$ cat config.mk
export PLATFORM = sky130hd
export DESIGN_NAME = bm_if_serial_tx_flat
export DESIGN_NICKNAME = d
export VERILOG_FILES = /design/src/rtl/bm_if_serial_tx_pkg.sv /design/src/rtl/bm_if_serial_tx_if.sv /design/src/rtl/bm_if_serial_tx_shift.sv /design/src/rtl/bm_if_serial_tx.sv /design/src/flat_wrapper.sv
export SDC_FILE = /design/constraint.sdc
export NUM_CORES = 1
export LEC_CHECK = 0
export ABC_AREA = 1
export BUFFER_PORTS_ARGS = -buffer_cell sky130_fd_sc_hd__buf_2
export CORE_AREA = 2 2 39 41
export CTS_CLUSTER_SIZE = 28
export DETAILED_ROUTE_END_ITERATION = 7
export DIE_AREA = 0 0 41 43
export GPL_TIMING_DRIVEN = 0
export PLACE_DENSITY = 0.64
export SYNTH_ARGS = -nofsm -noshare
export SYNTH_HDL_FRONTEND = slang
export SYNTH_SLANG_ARGS = --single-unit
$ cat constraint.sdc
create_clock -name clock -period 1.5 [get_ports clock]
set_input_delay 0.375 -clock clock [delete_from_list [all_inputs] [get_ports clock]]
set_output_delay 0.375 -clock clock [all_outputs]
set_load 0.005 [all_outputs]
$ cat src/rtl/bm_if_serial_tx_pkg.sv
// Shared definitions for the serial frame transmitter.
//   state_t        : FSM state encoding (IDLE=0 .. STOP=4, 3 bits)
//   LINE_IDLE      : level the serial line rests at between frames
//   FRAME_OVERHEAD : non-data bits per frame (start, parity, stop)
package bm_if_serial_tx_pkg;

    typedef enum logic [2:0] {
        IDLE   = 3'd0,
        START  = 3'd1,
        DATA   = 3'd2,
        PARITY = 3'd3,
        STOP   = 3'd4
    } state_t;

    localparam logic LINE_IDLE      = 1'b1;
    localparam int   FRAME_OVERHEAD = 3;

endpackage

$ cat src/rtl/bm_if_serial_tx_if.sv
// Word-in / serial-out bundle of the transmitter.
//   en_in, valid_in, data_in : word offer from the producer (master drives)
//   ready_out                : transmitter can take a word this cycle
//   tx_out                   : serial line, idles high
//   busy_out, done_out       : frame in progress / stop-bit-cycle pulse
//
// Handshake: a word moves on a rising clock edge where ready_out, valid_in
// and en_in are all high. The producer may hold valid_in high across any
// number of cycles; ready_out never depends on valid_in, so there is no
// combinational loop between the two sides.
interface bm_if_serial_tx_if #(
    parameter int BITS = 2
);
    logic            en_in;
    logic            valid_in;
    logic [BITS-1:0] data_in;
    logic            ready_out;
    logic            tx_out;
    logic            busy_out;
    logic            done_out;

    modport master (
        output en_in, valid_in, data_in,
        input  ready_out, tx_out, busy_out, done_out
    );

    modport slave (
        input  en_in, valid_in, data_in,
        output ready_out, tx_out, busy_out, done_out
    );
endinterface

$ cat src/rtl/bm_if_serial_tx_shift.sv
// Data path of the transmitter: load/shift register, bit counter and even
// parity generator, all steered by strobes from the FSM.
//   load    : capture data, compute parity, clear the counter
//   first   : first data bit is being emitted, counter <= 1
//   shift   : move to the next data bit, counter + 1
//   lsb     : bit currently at the bottom of the register
//   next    : bit that becomes the bottom after one shift
//   parity  : XOR of the captured word
//   count   : data bits emitted so far in this frame
module bm_if_serial_tx_shift #(
    parameter int BITS  = 2,
    parameter int CNT_W = $clog2(BITS + 1)
) (
    input  logic             clock,
    input  logic             reset,
    input  logic             load,
    input  logic             first,
    input  logic             shift,
    input  logic [BITS-1:0]  data,
    output logic             lsb,
    output logic             next,
    output logic             parity,
    output logic [CNT_W-1:0] count
);

    logic [BITS-1:0]  shift_q;
    logic [BITS-1:0]  shift_nx;
    logic             parity_q;
    logic [CNT_W-1:0] count_q;

    // Shifting via >> keeps this legal for BITS=1, where next is simply 0.
    assign shift_nx = shift_q >> 1;

    always_ff @(posedge clock) begin
        if (reset) begin
            shift_q  <= '0;
            parity_q <= 1'b0;
            count_q  <= '0;
        end else if (load) begin
            shift_q  <= data;
            parity_q <= ^data;
            count_q  <= '0;
        end else if (first) begin
            count_q  <= CNT_W'(1);
        end else if (shift) begin
            shift_q  <= shift_nx;
            count_q  <= count_q + CNT_W'(1);
        end
    end

    assign lsb    = shift_q[0];
    assign next   = shift_nx[0];
    assign parity = parity_q;
    assign count  = count_q;

endmodule

$ cat src/rtl/bm_if_serial_tx.sv
// Serial frame transmitter: takes a BITS-wide word over the handshake and
// sends start(0), data LSB-first, even parity, stop(1); one bit per clock.
//   clock, reset : clock and synchronous active-high reset
//   bus          : handshake and serial outputs (slave side)
//   state_dbg    : current FSM state, for observation only
module bm_if_serial_tx
    import bm_if_serial_tx_pkg::*;
#(
    parameter int BITS = 2
) (
    input  logic                  clock,
    input  logic                  reset,
    bm_if_serial_tx_if.slave      bus,
    output state_t                state_dbg
);

    localparam int               CNT_W    = $clog2(BITS + 1);
    localparam logic [CNT_W-1:0] LAST_CNT = CNT_W'(BITS);

    state_t           state_q, state_d;
    logic             tx_q, tx_d;
    logic             busy_q, busy_d;
    logic             done_q, done_d;
    logic             load, first, shift;
    logic             lsb, next, parity;
    logic [CNT_W-1:0] count;
    logic             ready;
    logic             accept;

    bm_if_serial_tx_shift #(
        .BITS  (BITS),
        .CNT_W (CNT_W)
    ) u_shift (
        .clock  (clock),
        .reset  (reset),
        .load   (load),
        .first  (first),
        .shift  (shift),
        .data   (bus.data_in),
        .lsb    (lsb),
        .next   (next),
        .parity (parity),
        .count  (count)
    );

    // STOP also accepts so consecutive frames run with no idle gap.
    assign ready  = (state_q == IDLE) || (state_q == STOP);
    assign accept = ready && bus.valid_in && bus.en_in;

    always_ff @(posedge clock) begin
        if (reset) begin
            state_q <= IDLE;
            tx_q    <= LINE_IDLE;
            busy_q  <= 1'b0;
            done_q  <= 1'b0;
        end else begin
            state_q <= state_d;
            tx_q    <= tx_d;
            busy_q  <= busy_d;
            done_q  <= done_d;
        end
    end

    always_comb begin
        state_d = state_q;
        tx_d    = tx_q;
        busy_d  = busy_q;
        done_d  = 1'b0;
        load    = 1'b0;
        first   = 1'b0;
        shift   = 1'b0;
        case (state_q)
            IDLE, STOP: begin
                if (accept) begin
                    state_d = START;
                    load    = 1'b1;
                    tx_d    = 1'b0;
                    busy_d  = 1'b1;
                end else begin
                    state_d = IDLE;
                    tx_d    = LINE_IDLE;
                    busy_d  = 1'b0;
                end
            end
            START: begin
                state_d = DATA;
                first   = 1'b1;
                tx_d    = lsb;
            end
            DATA: begin
                // count is the number of data bits already on the line.
                if (count < LAST_CNT) begin
                    shift = 1'b1;
                    tx_d  = next;
                end else begin
                    state_d = PARITY;
                    tx_d    = parity;
                end
            end
            PARITY: begin
                state_d = STOP;
                tx_d    = LINE_IDLE;
                done_d  = 1'b1;
            end
            default: begin
                state_d = IDLE;
                tx_d    = LINE_IDLE;
                busy_d  = 1'b0;
            end
        endcase
    end

    assign bus.ready_out = ready;
    assign bus.tx_out    = tx_q;
    assign bus.busy_out  = busy_q;
    assign bus.done_out  = done_q;
    assign state_dbg     = state_q;

endmodule
$ cat src/flat_wrapper.sv
// flat-port wrapper written by rule: the top's interface ports become plain ports
module bm_if_serial_tx_flat import bm_if_serial_tx_pkg::*;
#(
    parameter int BITS = 2
)
  (clock, reset, state_dbg, bus_en_in, bus_valid_in, bus_data_in, bus_ready_out, bus_tx_out, bus_busy_out, bus_done_out);
  bm_if_serial_tx_if #(.BITS(BITS)) bus_i ();
  input  logic clock;
  input  logic reset;
  output state_t state_dbg;
  input wire logic [$bits(bus_i.en_in)-1:0] bus_en_in;
  input wire logic [$bits(bus_i.valid_in)-1:0] bus_valid_in;
  input wire logic [$bits(bus_i.data_in)-1:0] bus_data_in;
  output wire logic [$bits(bus_i.ready_out)-1:0] bus_ready_out;
  output wire logic [$bits(bus_i.tx_out)-1:0] bus_tx_out;
  output wire logic [$bits(bus_i.busy_out)-1:0] bus_busy_out;
  output wire logic [$bits(bus_i.done_out)-1:0] bus_done_out;
  assign bus_i.en_in = bus_en_in;
  assign bus_i.valid_in = bus_valid_in;
  assign bus_i.data_in = bus_data_in;
  assign bus_ready_out = bus_i.ready_out;
  assign bus_tx_out = bus_i.tx_out;
  assign bus_busy_out = bus_i.busy_out;
  assign bus_done_out = bus_i.done_out;
  bm_if_serial_tx #(.BITS(BITS)) u_core (.clock(clock), .reset(reset), .bus(bus_i), .state_dbg(state_dbg));
endmodule
==> results.json <==
{
  "synth_fa_ha_area_frac": 0,
  "critPathKind": "flop to output pin",
  "fin_total_pwr_uw": 635,
  "synthCells": 64,
  "comb_power_share": 0.165,
  "slew_viol_final": 0,
  "detail_route.first_pass.iterations": 4,
  "portBuffers": 11,
  "start_util": 0.364,
  "final_cell_mix": "nand2_1, buf_2, dfxtp_1",
  "async_flop_share": 0,
  "wl_per_cell_microns": 9.57,
  "final_cells": 95,
  "final_nets": 86,
  "regArea_sq_um": 220,
  "avgSynthCellArea_sq_um": 7.88,
  "ys.warnings.count": 0,
  "multi_input_area_sq_um": 236,
  "power-per-cell-area_mw_per_mm2": 1050,
  "synthToLayoutAreaGrowth_pct": 20.1,
  "finish.utilization": 0.438,
  "crit_path_max_incr_delay_ns": 0.52,
  "overflow": 0,
  "start_kind": "flop",
  "muxShareOfSynthArea": 0,
  "drc": 0,
  "crit_required_ns": 1.12,
  "clkPwrFrac": 0.316,
  "ys_seq_area_frac": 0.437,
  "cts_buffer_depth": 2,
  "die_area_sq_mm": 0.00176,
  "grt_pass1_wl_microns": 1500,
  "end_kind": "output pin",
  "hold_violations": 0,
  "dr_total_vias": 457,
  "fill_cells": 150,
  "row_count": 14,
  "relSlewSlack": 0.775,
  "syn_area_sq_um": 504,
  "ios": 13,
  "crit_chain": "nor2_4, buf_2",
  "cp.buffers_inverters": 1,
  "grt_max_degree": 11,
  "p_sw_frac": 0.277,
  "final-setup-viol-count": 0,
  "htreeDepth": 1,
  "synthSimpleGateAreaFrac": 0.313,
  "fp.dieW_microns": 41,
  "synth_compound_area_frac": 0.139,
  "fin_crit_sh": 0.922,
  "vdd_drop_max_mv": 0.529,
  "synth-edff-count": 0,
  "rsz0062_at_grt": "false",
  "wirelength_microns": 909,
  "hold_path.class": "input pin to flop",
  "ctsHoldBuffers": 0,
  "p_int_uw": 459,
  "dp_hpwl_microns": 660,
  "grt_pass1_vias": 361,
  "cts_setup_buffers": 0,
  "core_sq_mm": 0.00138,
  "drtIter0Drc": 5,
  "r2r_setup_slack_ns": 0.40,
  "gp_congestion": 0.732,
  "crit_fanout": 8,
  "timing.hold.ws_ns": 0.320,
  "dieHeight_microns": 43,
  "synth_top_family_by_area": "simple AND/OR/NAND/NOR gates",
  "fin_setup_tns_ns": 0,
  "ys_seq_elements": 11,
  "slowest_stage": "dfxtp_1",
  "syn_nets": 70,
  "tightest_slew_ns": 0.337,
  "dp_cells": 91,
  "crit_family": "flip-flops",
  "cts_resized": 0,
  "power.leakage_nw": 0.275,
  "avgViaCountPerCell": 4.81,
  "drive_gt1_frac": 0.291,
  "status": "complete, no violations",
  "max_cap_viol_count": 0,
  "diodes": 0,
  "antenna_found_initial": 0,
  "numCtsBuffers": 3,
  "grtUsageTotal": 0.133,
  "clock_skew_ns": 0.000604,
  "clock_latency_ns": 0.27,
  "worstPathArrival_ns": 1.01,
  "ant_nets": 0,
  "ys_types": 20,
  "cts_tree": "yes",
  "min_period_ns": 1.38,
  "clock.fmax_mhz": 723,
  "cts-root-buf": "clkbuf_4",
  "switchingPower_uw": 176,
  "synth_flop_cell": "dfxtp_1",
  "cts.clk_slew.worst_paths_ns": 0.07,
  "p_seq_frac": 0.519,
  "synthXorXnorAreaFrac": 0.0174,
  "layout_commonest_cell": "nand2_1",
  "clock_sinks": 11
}
[flip-flops by register name, summed over array words and instances (netlist names)]
signal / count
u_core.bus.tx_out: 1
u_core.bus.done_out: 1
u_core.bus.busy_out: 1
u_core.u_shift.count: 2
u_core.state_dbg: 3
u_core.u_shift.shift_q: 2
u_core.u_shift.parity: 1
[metrics by stage]
step | setup WS [ns] | area, sq um
after floorplan | 0.501 | 504
after global placement | 0.417 | 579
after detailed placement | 0.410 | 579
after CTS | 0.116 | 606
after global routing | 0.0434 | 606
final | 0.117 | 606
[path summary, 6_finish.rpt]
kind	depth (start not counted)	to	from
worst max register to register	6	u_core.u_shift.count[1]	u_core.state_dbg[1]
worst max-delay path	2	bus_ready_out	u_core.state_dbg[1]
worst min register to register	2	u_core.u_shift.parity	u_core.u_shift.parity
worst min-delay path	2	u_core.state_dbg[1]	reset
[cells by family (layout without fill, tap and decap cells)]
family,after synthesis,after routing
buffers and inverters,10,25
AO/OA/AOI/OAI,11,11
XOR/XNOR,1,1
AND/OR/NAND/NOR,31,31
flip-flops,11,11
[layer usage]
layer / GRT usage / share of wire / routed length, microns / up-vias
met5: 0 / 0 / 0 / -
met2: 0.172 / 0.39 / 358 / 19
met4: 0.0600 / 0.0099 / 9 / 0
li1: - / - / - / 237
met1: 0.163 / 0.50 / 450 / 199
met3: 0.0942 / 0.099 / 90 / 2
[cells in the mapped netlist, types with 2 or more instances]
library cell / instances / area (sq um)
dfxtp_1: 11 / 220
nor3_1: 2 / 10.0
o21ai_0: 2 / 10.0
a21oi_1: 5 / 25.0
nand4_1: 2 / 12.5
nand3_1: 4 / 20.0
nor2_1: 2 / 7.51
inv_1: 7 / 26.3
nand2_1: 17 / 63.8
nor2_4: 2 / 22.5
[power by group through the flow]
| stage | clock [mW] | sequential (mW) | combinational [mW] |
|---|---|---|---|
| floorplan | 0 | 0.334 | 0.0739 |
| CTS | 0.210 | 0.329 | 0.106 |
| global placement | 0 | 0.335 | 0.104 |
| global route | 0.227 | 0.332 | 0.122 |
| detailed placement | 0 | 0.336 | 0.106 |
| finish | 0.201 | 0.329 | 0.105 |
[final cells by class]
type                    instances  area share
clock buffers                   4      0.0434
inverters                       9      0.0599
flip-flops and latches         11       0.364
well taps                      16      0.0331
repair buffers                 11      0.0909
plain buffers                   1      0.0186
multi-input cells              43       0.390
[worst register-to-register path, cell delays in order (launching register included)]
cell	delay, ns
dfxtp_1	0.52
nor2_4	0.08
nand2_4	0.12
inv_4	0.06
nor2_4	0.09
nand2_1	0.07
a21oi_2	0.10
(Power assumes the default switching activity.)
